$ cat src/rtl/zero_countdown_gen.sv
// Loadable down-counter with a registered zero flag and a DONE/ACK handshake.
// Drives COUNT toward zero for loop and delay timing beside the datapath.
module zero_countdown_gen #(
  parameter int unsigned WIDTH = 8
) (
  input  logic             CLK,
  input  logic             RST,
  input  logic             START,
  input  logic [WIDTH-1:0] LOAD_VAL,
  input  logic             HOLD,
  input  logic             ACK,
  output logic [WIDTH-1:0] COUNT,
  output logic             Z,
  output logic             BUSY,
  output logic             DONE
);

  localparam logic [1:0] ST_IDLE = 2'd0;
  localparam logic [1:0] ST_RUN  = 2'd1;
  localparam logic [1:0] ST_DONE = 2'd2;

  localparam logic [WIDTH-1:0] ONE = WIDTH'(1);

  logic [1:0]       state, state_nxt;
  logic [WIDTH-1:0] count, count_nxt;
  logic             z_q, busy_q, done_q;

  always_comb begin
    state_nxt = state;
    count_nxt = count;
    case (state)
      ST_IDLE: begin
        if (START) begin
          count_nxt = LOAD_VAL;
          state_nxt = (LOAD_VAL == '0) ? ST_DONE : ST_RUN;
        end
      end
      ST_RUN: begin
        // A zero count in RUN cannot arise; treating it as finished keeps COUNT from wrapping.
        if (count == '0) begin
          state_nxt = ST_DONE;
        end else if (!HOLD) begin
          count_nxt = count - ONE;
          if (count == ONE) begin
            state_nxt = ST_DONE;
          end
        end
      end
      ST_DONE: begin
        count_nxt = '0;
        if (ACK) begin
          if (START) begin
            count_nxt = LOAD_VAL;
            state_nxt = (LOAD_VAL == '0) ? ST_DONE : ST_RUN;
          end else begin
            state_nxt = ST_IDLE;
          end
        end
      end
      default: begin
        state_nxt = ST_IDLE;
        count_nxt = '0;
      end
    endcase
  end

  // Flags are registered from the next-state values so they move on the same edge as COUNT.
  always_ff @(posedge CLK or posedge RST) begin
    if (RST) begin
      state  <= ST_IDLE;
      count  <= '0;
      z_q    <= 1'b1;
      busy_q <= 1'b0;
      done_q <= 1'b0;
    end else begin
      state  <= state_nxt;
      count  <= count_nxt;
      z_q    <= (count_nxt == '0);
      busy_q <= (state_nxt == ST_RUN);
      done_q <= (state_nxt == ST_DONE);
    end
  end

  assign COUNT = count;
  assign Z     = z_q;
  assign BUSY  = busy_q;
  assign DONE  = done_q;

endmodule

$ cat config.mk
export PLATFORM = sky130hd
export DESIGN_NAME = zero_countdown_gen
export DESIGN_NICKNAME = d
export VERILOG_FILES = /design/src/rtl/zero_countdown_gen.sv
export SDC_FILE = /design/constraint.sdc
export NUM_CORES = 1
export LEC_CHECK = 0
export ABC_AREA = 0
export CAP_MARGIN = 20
export CELL_PAD_IN_SITES_DETAIL_PLACEMENT = 0
export CELL_PAD_IN_SITES_GLOBAL_PLACEMENT = 1
export CORE_MARGIN = 3
export CORE_UTILIZATION = 30
export DETAILED_ROUTE_END_ITERATION = 7
export GPL_TIMING_DRIVEN = 0
export PLACE_DENSITY = 0.73
export SYNTH_ARGS = -nofsm -noshare
export SYNTH_HDL_FRONTEND = slang
export SYNTH_SLANG_ARGS = --single-unit
$ cat constraint.sdc
create_clock -name CLK -period 2 [get_ports CLK]
set_input_delay 0.3 -clock CLK [delete_from_list [all_inputs] [get_ports CLK]]
set_output_delay 0.3 -clock CLK [all_outputs]
set_load 0.02 [all_outputs]
* Word level (Yosys, flattened, before mapping) *
Index checks and enable logic that the tools add are counted.

word-level totals
  bits in registers = 13
  output and inout bits = 11
  logic and storage cells = 29

operators by class
  add/subtract/negate cells = 1
  equality and inequality tests = 5
  multiplexer cells = 14
  reduce and logical (&&, ||, !) cells = 4

operators with widths
  operator                                          number
  two-way mux 8 bit                                 5
  logical NOT 8 bit                                 3
  one-hot mux 8 bit (3 select lines)                1
  two-way mux 2 bit                                 7
  == test 8 x 1 -> 1 bit, second input constant     1
  subtractor 8 x 1 -> 8 bit, second input constant  1
  one-hot mux 2 bit (3 select lines)                1
  == test 2 x 1 -> 1 bit, second input constant     2
  == test 2 bit, second input constant              2
  logical NOT 2 bit                                 1

* Depth between registers and ports, before layout *
Gate-level depths: netlist of run 1.

  depth after elaboration = 6
  depth in mapped cells = 7
  mapped depth without buffers = 7

* Least setup slack after synthesis of run 1 *
OpenSTA, ideal clock, no wires.

  path type = reg-to-reg
  start = register count[0] (netlist: COUNT[0])
  end = register z_q (netlist: Z)
  setup time = 63 ps
  arrival time = 2167 ps
  setup slack = -230 ps
  stages on the path, launching flop included = 8
  path buffers = 0
  path through = dfrtp_1 > inv_1 > ha_1 > or3b_2 > o21ai_0 > a21oi_1 > a2111oi_2 > and4bb_1

on the way
  word-level cells in the longest chain between the ends = 5
  elaborated cells between the ends (all ways) = 7
  those cells by class = add/sub (1); mux (4); reduce/logical (2)

RTL lines
  what                                    RTL line  RTL
  start: declaration                      25        logic [WIDTH-1:0] count, count_nxt;
  start signal: assignment                77        count <= count_nxt;
  subtractor 8 x 1 -> 8 bit               43        count_nxt = count - ONE;
  two-way mux 8 bit                       42        end else if (!HOLD) begin
  two-way mux 8 bit                       40        if (count == '0) begin
  one-hot mux 8 bit (3 select lines) (*)  31        case (state)
  logical NOT 8 bit (*)                   78        z_q <= (count_nxt == '0);
  end signal: assignment                  78
  end: declaration                        26        logic z_q, busy_q, done_q;

Mark *: on every way between the ends. The rest lies on a longest branch, timed or not.

* Worst setup path in the final report of run 1 *
  start = register count[3] (netlist: COUNT[3])
  end = register z_q (netlist: Z)

Same word-level chain as after synthesis.

==> summary.md, run 1 <==
| Metric | Value |
|---|---|
| Status | `complete, but fails checks` |
| Failing checks | `setup timing` |
| Routed Antenna Nets | `0` |
| Vias in the first global route | `882` |
| Setup tns final | `-0.1087 ns` |
| Crit Path Class | `reg2reg` |
| Avg WL per Cell | `17.37 um` |
| Worst path depth | `5` |
| Die footprint | `3701 um^2` |
| Worst-path fanout max | `4` |
| CP delay by family, top | `simple AND/OR/NAND/NOR gates` |
| Count leader, synth | `dfrtp_1` |
| Overflow after GRT | `0` |
| Worst hold path type | `in2async` |
| Vias per inst | `5.851` |
| PortBufs | `23` |
| Synth warn | `0` |
| Net Sw Power | `0.0009784 W` |
| Diode count | `0` |
| FF-to-FF path depth | `5` |
| Total CTS buffers | `3` |
| Critical Path Slowest Stage Cell | `or4_4` |
| Max_slew headroom | `0.6416` |
| Core area | `2805 um^2` |
| Power share of the combinational group | `0.687` |
| CP Capture Type | `register` |
| Worst setup SP type | `register` |
| Fin worst setup slack | `-0.1087 ns` |
| Seq. cell area | `331.6 um^2` |
| Largest net degree at the start of global routing | `14` |
| Syn Std Cell Area | `902.1 um^2` |
| Final setup vio count | `1` |
| Post-detail-place hpwl | `1926 um` |
| Critical Path RT | `2.24 ns` |
| Clock power share | `0.081` |
| Met2 usage | `0.2366` |
| Post-synth EDFFs | `0` |
| Final Cycle Share | `1.054` |
| Layout Cells excl Fill | `161` |
| Initial Util | `0.3216` |
| Total clock sinks | `13` |
| FILL cells | `266` |
| Worst Path Buf+Inv | `0` |
| Post-synth top cells | `dfrtp_1 (12), a21oi_1 (5), mux2i_1 (5), nor2_1 (5), o21ai_0 (5)` |
| CTS tree | `built` |
| Cells after synthesis | `92` |
| Yosys cell types | `39` |
| Met1 GRT Util | `0.2258` |
| Top cells by area, synth | `dfrtp_1 (33%), mux2i_1 (5.5%), xnor2_1 (3.9%)` |
| Die Ht | `60.84 um` |
| Initial antenna violation count | `0` |
| DR vias | `942` |
| Post-synth top area share | `0.3329` |
| MaxCap Viol Count | `0` |
| CP Cell Sequence | `or4_4, nand2b_4, mux2_4, a2111oi_4, and4bb_1` |
| DRC Markers | `0` |
| Routed WL | `2796 um` |
| Layout Nets | `146` |
| RSZ-0062 raised after global routing | `true` |
| Syn nets | `107` |
| CTS clk-pin slew, worst paths | `0.09 ns` |
| Final Hold Viols | `0` |
| Die Width | `60.84 um` |
| Avg Inst Size Synth | `9.806 um^2` |
| Seq pwr share | `0.233` |
| Seq cells post-synth | `13` |
| Final Max Slew Viols | `0` |
| Clock Latency Late Sink | `0.29 ns` |
| DRT iter0 DRCs | `32` |
| PwrDens | `1593 nW/um^2` |
| Yosys top cell by area | `dfrtp_1` |
| Root Buffer | `clkbuf_4` |
| Top Usage Layer GRT | `met2` |
| Post-synthesis sequential area ratio | `0.3620` |
| GR Util met3 | `0.02340` |
| Num rows | `19` |
| Largest stage delay, worst path | `0.57 ns` |
| Synth Flop Type | `dfrtp_1` |
| Min Clock Period, post-route | `2.109 ns` |
| Max Freq | `0.4742 GHz` |
| Multi-input gate area | `635.6 um^2` |
| Area Overhead vs Synth | `52.29%` |
| First-pass GRT wire length | `4409 um` |
| Sw Share | `0.4470` |
| Internal power | `0.001210 W` |
| Max clock buf depth | `2` |
| Max VDD drop | `810.5 uV` |
| Skew final | `0.0004308 ns` |
| Place WS | `-0.4186 ns` |
| # hold bufs at CTS | `0` |
| Dpl cells | `146` |
| Tot GR Track Use | `0.1605` |
| Fraction of layout cells with a size suffix above 1 | `0.3000` |
| GP Congestion | `0.7842` |
| H-tree depth | `1` |
| CP arrival | `2.34 ns` |
| Drt pass-1 iters | `4` |
| Least-Margin Pin Slew | `0.5370 ns` |
| Asr flop ratio synth | `1.000` |
| P_leak | `0.5385 nW` |
| # IOs | `24` |
-- power groups by stage --
stage / logic [W] / clock network (W) / registers (W)
6_report: 0.00150 / 0.000177 / 0.000509
5_1_grt: 0.00160 / 0.000186 / 0.000527
4_1_cts: 0.00130 / 0.000173 / 0.000518
3_5_place_dp: 0.00111 / 0 / 0.000539
3_3_place_gp: 0.00111 / 0 / 0.000530
2_1_floorplan: 0.000656 / 0 / 0.000604
-- path summary, 6_finish.rpt --
| kind | from | end | slack [ns] |
|---|---|---|---|
| worst max-delay path | COUNT[3] | Z | -0.11 |
| min in group CLK | HOLD | COUNT[1] | 0.65 |
| worst min-delay path | RST | DONE | 0.34 |
| max in group asynchronous | RST | COUNT[1] | 1.27 |
| worst min register to register | COUNT[4] | COUNT[4] | 0.70 |
| worst max register to register | COUNT[3] | Z | -0.11 |
-- placed cells by master, fill, tap and decap left out, types with 2 or more instances in the layout --
cell             count
clkdlybuf4s50_1     22
buf_4               11
dfrtp_1              8
mux2i_1              5
nor2_1               5
dfrtp_2              4
xnor2_1              4
o22ai_1              4
a21oi_1              4
a2bb2oi_1            3
and2b_1              3
nand2_1              3
clkbuf_4             3
buf_2                2
inv_2                2
inv_1                2
a32oi_1              2
or4_1                2
or3_2                2
o32ai_1              2
nor3_1               2
o21a_1               2
or3_1                2
o21ai_0              2
-- cells by family after synthesis --
family / synth area share
compound gates: 0.2455
simple gates: 0.2233
flops: 0.3620
buf+inv: 0.03051
mux: 0.07212
xor+xnor: 0.03883
fa+ha+maj: 0.02773
-- flip-flops by register name, indices dropped and copies added, names as in the netlist --
| signal | cells |
|---|---|
| state | 2 |
| DONE | 1 |
| COUNT | 8 |
| Z | 1 |
| BUSY | 1 |
-- what timing repair did --
| item | 4_1_cts | 5_1_grt |
|---|---|---|
| setup endpoints to repair | 5 | 8 |
| setup buffers | 4 | 7 |
| pin swaps | 4 | 4 |
| gates resized for setup | 9 | 11 |
-- layout make-up --
class	instances	share of cell area
multi-input cells	72	0.4627
flip-flops and latches	13	0.2413
repair buffers	34	0.2268
well taps	31	0.02823
clock buffers	4	0.01913
plain buffers	3	0.01093
inverters	4	0.01093
-- routing by layer --
metal / vias to the layer above / share of wire
met3: 10 / 0.040
met5: - / 0
li1: 439 / -
met2: 26 / 0.48
met4: 0 / 0.029
met1: 467 / 0.45
-- per-stage QoR --
step	hold WS [ns]	cell area [um^2]	total power, W	utilization
2_1_floorplan	0.1760	910.9	0.001259	-
3_3_place_gp	0.6409	1180	0.001643	0.4206
3_5_place_dp	0.6538	1180	0.001648	0.4206
4_1_cts	0.3752	1284	0.001988	0.4576
5_1_grt	0.3982	1374	0.002314	0.4897
6_report	0.3392	1374	0.002189	0.4897
Note: power is estimated with default switching activity, not from simulation.
==> inputs of run 2 (changes only) <==
==> constraint.sdc (replaced) <==
create_clock -name CLK -period 1.74 [get_ports CLK]
set_input_delay 0.261 -clock CLK [delete_from_list [all_inputs] [get_ports CLK]]
set_output_delay 0.261 -clock CLK [all_outputs]
set_load 0.02 [all_outputs]
==> run 2 against run 1 <==
The run still ends with setup timing left. Maximum frequency grew 1.3%. Die area unchanged. Power grew 18%. Sequential power rose by 17%. Combinational power increased by 20%. Clock skew grew 0.0023 ns. Hold slack worse by 0.033 ns. Non-clock buffer count is 1 lower. Setup slack lost 0.23 ns.
==> summary.md, run 2 (synthesis results as in run 1) <==
| Metric | Value |
|---|---|
| Status | `complete, but fails checks` |
| Failing checks | `setup timing` |
| Fraction of layout cells with a size suffix above 1 | `0.3178` |
| Vias per inst | `5.519` |
| Area Overhead vs Synth | `56.17%` |
| Skew final | `0.002780 ns` |
| Final hold slack | `0.3067 ns` |
| Final Cycle Share | `1.196` |
| Total clock sinks | `13` |
| Internal reg-to-reg setup slack | `-0.34 ns` |
| Met2 usage | `0.2458` |
| Min Clock Period, post-route | `2.081 ns` |
| Initial antenna violation count | `0` |
| Avg WL per Cell | `16.68 um` |
| Core Util, Final | `0.5022` |
| Most common cell after layout, fill and taps aside | `clkdlybuf4s50_1` |
| Routed Antenna Nets | `0` |
| CP arrival | `2.28 ns` |
| Fin worst setup slack | `-0.3413 ns` |
| Internal power | `0.001428 W` |
| Power share of the combinational group | `0.701` |
| Top Usage Layer GRT | `met2` |
| Tot GR Track Use | `0.1466` |
| Overflow after GRT | `0` |
| RSZ-0062 raised after global routing | `true` |
| Sw Share | `0.4448` |
| Diode count | `0` |
| Net Sw Power | `0.001144 W` |
| Post-detail-place hpwl | `1930 um` |
| GP Congestion | `0.7928` |
| H-tree depth | `1` |
| Clock power share | `0.068` |
| DRT iter0 DRCs | `31` |
| Root Buffer | `clkbuf_4` |
| Final setup vio count | `7` |
| Max Freq | `0.4805 GHz` |
| FF-to-FF path depth | `5` |
| Die Ht | `60.84 um` |
| Most frequent cells in the layout | `clkdlybuf4s50_1 (21), buf_4 (8), dfrtp_1 (7)` |
| MaxCap Viol Count | `0` |
| Dpl cells | `146` |
| Clock Latency Late Sink | `0.26 ns` |
| Drt pass-1 iters | `4` |
| Final Hold Viols | `0` |
| Crit Path Class | `reg2reg` |
| PortBufs | `23` |
| Least-Margin Pin Slew | `0.4676 ns` |
| Worst r2r src | `COUNT[3]` |
| Total CTS buffers | `3` |
| CTS clk-pin slew, worst paths | `0.08 ns` |
| Worst hold path type | `in2async` |
| Max_slew headroom | `0.6879` |
| Critical Path RT | `1.94 ns` |
| DR vias | `883` |
| Largest register FFs | `8` |
| First-pass GRT wire length | `4008 um` |
| Initial Util | `0.3216` |
| Layout Cells excl Fill | `160` |
| Met1 GRT Util | `0.2021` |
| Final Max Slew Viols | `0` |
| Vias in the first global route | `848` |
| DRC Markers | `0` |
| Layout Nets | `145` |
| CTS tree | `built` |
| Die Width | `60.84 um` |
| Routed WL | `2669 um` |
| Max clock buf depth | `2` |
| GR Util met3 | `0.01489` |
| Num rows | `19` |
| PwrDens | `1826 nW/um^2` |
| Core area | `2805 um^2` |
| CP Capture Type | `register` |
| # IOs | `24` |
| # hold bufs at CTS | `0` |
| Largest net degree at the start of global routing | `14` |
| P_leak | `0.5486 nW` |
| Worst setup SP type | `register` |
| Max VDD drop | `753.4 uV` |
| Reg2reg end | `Z` |
| Worst-path fanout max | `4` |
| Seq pwr share | `0.230` |
| Die footprint | `3701 um^2` |
==> run 2: changes by cell type in the layout (fill, tap and decap cells not counted), moves of 2 or more <==
cell,change
buf_6,+2
buf_4,-3
or3_2,-2
or3_4,+3
==> run 2: worst max-delay path by stage <==
stage,depth (start not counted),end,from
CTS,5,Z,COUNT[2]
global route,6,Z,state[1]
global placement,7,Z,START
detailed placement,7,Z,START
finish,5,Z,COUNT[3]
floorplan,5,Z,COUNT[3]
==> run 2: worst max-delay path: stages, from the launching register on <==
cell and delay, ns:
dfrtp_2 0.41, or4_4 0.59, nand2b_4 0.17, mux2_4 0.32
a2111oi_4 0.30, and4bb_1 0.24
==> run 2: cell type report <==
class	count	area, um^2
clock buffers	4	26.28
plain buffers	3	13.76
inverters	4	15.01
flip-flops and latches	13	332.8
well taps	31	38.79
multi-input cells	72	668.1
repair buffers	33	314.1
fillers	265	1396
==> run 2: timing repair <==
action | CTS | global route
buffers inserted | 6 | 4
resized for setup | 9 | 16
pin swaps | 6 | 9
endpoints found under the setup margin | 10 | 11
==> run 2: metrics by stage <==
| step | total power, W | TNS [ns] | setup slack, ns | instance area (um^2) |
|---|---|---|---|---|
| floorplan | 0.001477 | -0.8822 | -0.2950 | 919.6 |
| global placement | 0.001915 | -2.350 | -0.5444 | 1189 |
| detailed placement | 0.001931 | -2.375 | -0.5457 | 1189 |
| CTS | 0.002316 | -1.182 | -0.3461 | 1297 |
| global route | 0.002730 | -1.111 | -0.4159 | 1409 |
| finish | 0.002572 | -0.7041 | -0.3413 | 1409 |
==> run 2: power groups by stage <==
| stage | registers, W | clock network (W) | logic, W |
|---|---|---|---|
| 6_report | 0.000593 | 0.000175 | 0.00180 |
| 5_1_grt | 0.000607 | 0.000191 | 0.00193 |
| 4_1_cts | 0.000575 | 0.000179 | 0.00156 |
| 3_5_place_dp | 0.000617 | 0 | 0.00131 |
| 3_3_place_gp | 0.000607 | 0 | 0.00131 |
| 2_1_floorplan | 0.000699 | 0 | 0.000778 |
==> run 2: metal layers <==
metal,vias to the layer above,wire length [um]
met5,-,0
met4,0,9
met3,2,179
met2,30,1259
met1,420,1220
li1,431,-
==> inputs of run 3 (changes only) <==
--- a/config.mk
+++ b/config.mk
@@ -11,9 +11,11 @@
 export CELL_PAD_IN_SITES_GLOBAL_PLACEMENT = 1
 export CORE_MARGIN = 3
 export CORE_UTILIZATION = 30
+export CTS_CLUSTER_SIZE = 16
 export DETAILED_ROUTE_END_ITERATION = 7
 export GPL_TIMING_DRIVEN = 0
-export PLACE_DENSITY = 0.73
+export PLACE_DENSITY = 0.7
+export REMOVE_ABC_BUFFERS = 1
 export SYNTH_ARGS = -nofsm -noshare
 export SYNTH_HDL_FRONTEND = slang
 export SYNTH_SLANG_ARGS = --single-unit
==> constraint.sdc (replaced) <==
create_clock -name CLK -period 2.1 [get_ports CLK]
set_input_delay 0.315 -clock CLK [delete_from_list [all_inputs] [get_ports CLK]]
set_output_delay 0.315 -clock CLK [all_outputs]
set_load 0.02 [all_outputs]
==> run 3 against run 2 <==
The flow now finishes without violations. Via count decreased by 3.2%. Cell count decreased by 4.4%. First-iteration DRC count decreased by 39%. Hold slack improved by 0.054 ns. Utilization decreased by 4.5 points. Sequential share of layout area increased by 2.2 points. Power decreased by 26%. Critical path type unchanged. Largest cell class unchanged.
==> summary.md, run 3 (synthesis results as in run 1) <==
| Metric | Value |
|---|---|
| Skew final | `0.005435 ns` |
| Tot GR Track Use | `0.1594` |
| First-pass GRT wire length | `4319 um` |
| Final Cycle Share | `0.9850` |
| Fin worst setup slack | `0.03158 ns` |
| Most frequent cells in the layout | `clkdlybuf4s50_1 (22), dfrtp_1 (9), buf_4 (6)` |
| Worst r2r src | `COUNT[3]` |
| RSZ-0062 raised after global routing | `true` |
| Layout Nets | `138` |
| Max Used Layer | `met4` |
| Root Buffer | `clkbuf_4` |
| Internal reg-to-reg setup slack | `0.03 ns` |
| # IOs | `24` |
| H-tree depth | `1` |
| Layout Cells excl Fill | `153` |
| Metal-1 WL | `1225 um` |
| Largest stage delay, worst path | `0.46 ns` |
| Final setup vio count | `0` |
| Max clock buf depth | `2` |
| Metal3 WL | `125 um` |
| Max VDD drop | `430.1 uV` |
| CP arrival | `2.28 ns` |
| Met2 wirelength from detailed routing | `1273 um` |
| Num rows | `19` |
| Largest register FFs | `8` |
| Final Max Slew Viols | `0` |
| Largest net degree at the start of global routing | `17` |
| Avg WL per Cell | `17.33 um` |
| Die Width | `60.84 um` |
| Crit Path Class | `reg2reg` |
| GP Congestion | `0.7847` |
| Total CTS buffers | `3` |
| Worst-path fanout max | `5` |
| Final Hold Viols | `0` |
| CP Capture Type | `register` |
| Core area | `2805 um^2` |
| Min Clock Period, post-route | `2.068 ns` |
| Core Util, Final | `0.4567` |
| MaxCap Viol Count | `0` |
| Worst Path Buf+Inv | `1` |
| Worst hold path type | `in2async` |
| Post-detail-place hpwl | `1861 um` |
| Total clock sinks | `13` |
| Final hold slack | `0.3608 ns` |
| CP Cell Sequence | `buf_4, or3_2, or3_1, a21oi_1, a2111oi_4, and4bb_1` |
| Initial antenna violation count | `0` |
| Dpl cells | `143` |
| CP delay by family, top | `simple AND/OR/NAND/NOR gates` |
| Diode count | `0` |
| CTS tree | `built` |
| Die footprint | `3701 um^2` |
| Routed Antenna Nets | `0` |
| Least-Margin Pin Slew | `0.5149 ns` |
| PortBufs | `23` |
| Status | `finished clean` |
| DR vias | `855` |
| CTS clk-pin slew, worst paths | `0.08 ns` |
| FF-to-FF path depth | `6` |
| Critical Path RT | `2.31 ns` |
| P_leak | `0.5050 nW` |
| Fraction of layout cells with a size suffix above 1 | `0.2049` |
| Clock Latency Late Sink | `0.27 ns` |
| Most common cell after layout, fill and taps aside | `clkdlybuf4s50_1` |
| Critical Path Slowest Stage Cell | `or3_2` |
| Vias in the first global route | `860` |
| Routed WL | `2652 um` |
| Vias per inst | `5.588` |
| Die Ht | `60.84 um` |
| DRT iter0 DRCs | `19` |
| Final Total Pwr | `0.001897 W` |
| Overflow after GRT | `0` |
| Worst setup SP type | `register` |
| Area Overhead vs Synth | `42.03%` |
| Initial Util | `0.3216` |
| Reg2reg end | `Z` |
| DRC Markers | `0` |
| Place WS | `-0.4591 ns` |
| Max_slew headroom | `0.6567` |
| Max Freq | `0.4835 GHz` |
| PwrDens | `1481 nW/um^2` |
| Drt pass-1 iters | `4` |
| # hold bufs at CTS | `0` |
[run 3: worst reg2reg max path: stages (launching register included)]
cell and delay (ns):
dfrtp_2 0.42, buf_4 0.16, or3_2 0.46, or3_1 0.35, a21oi_1 0.31, a2111oi_4 0.09
and4bb_1 0.22
[run 3: worst max-delay path by stage]
| stage | from | end | slack (ns) | cells after the start |
|---|---|---|---|---|
| final | COUNT[3] | Z | 0.03 | 6 |
| after floorplan | COUNT[0] | Z | -0.13 | 7 |
| after global placement | COUNT[1] | Z | -0.48 | 7 |
| after detailed placement | COUNT[0] | Z | -0.46 | 7 |
| after global routing | COUNT[5] | Z | -0.03 | 5 |
| after CTS | COUNT[1] | Z | 0.01 | 7 |
[run 3: area by class of cell]
cell class | count | area (um^2)
multi-input cells | 72 | 593.1
fillers | 282 | 1524
inverters | 4 | 15.01
repair buffers | 29 | 277.8
clock buffers | 4 | 26.28
well taps | 31 | 38.79
flip-flops and latches | 13 | 330.3
[run 3: where the power goes]
| part | internal (W) | switching (W) | total (W) |
|---|---|---|---|
| sequential | 0.000362 | 0.000147 | 0.000509 |
| combinational | 0.000624 | 0.000609 | 0.00123 |
| clock | 0.0000735 | 0.0000818 | 0.000155 |
[run 3: per-stage QoR]
step / area, um^2 / setup TNS (ns)
floorplan: 889.6 / -0.1414
global route: 1281 / -0.02697
detailed placement: 1159 / -0.8744
CTS: 1262 / 0
finish: 1281 / 0
global placement: 1159 / -0.8712
[run 3: routing by layer]
| metal | track usage | vias up |
|---|---|---|
| li1 | - | 419 |
| met1 | 0.2159 | 409 |
| met2 | 0.2473 | 25 |
| met3 | 0.01702 | 2 |
| met4 | 0.08669 | 0 |
| met5 | 0 | - |
[run 3: timing repair]
action,4_1_cts,5_1_grt
endpoints found under the hold margin,0,0
setup buffers,6,0
endpoints found under the setup margin,6,1
resized for setup,10,4
pin swaps,3,1
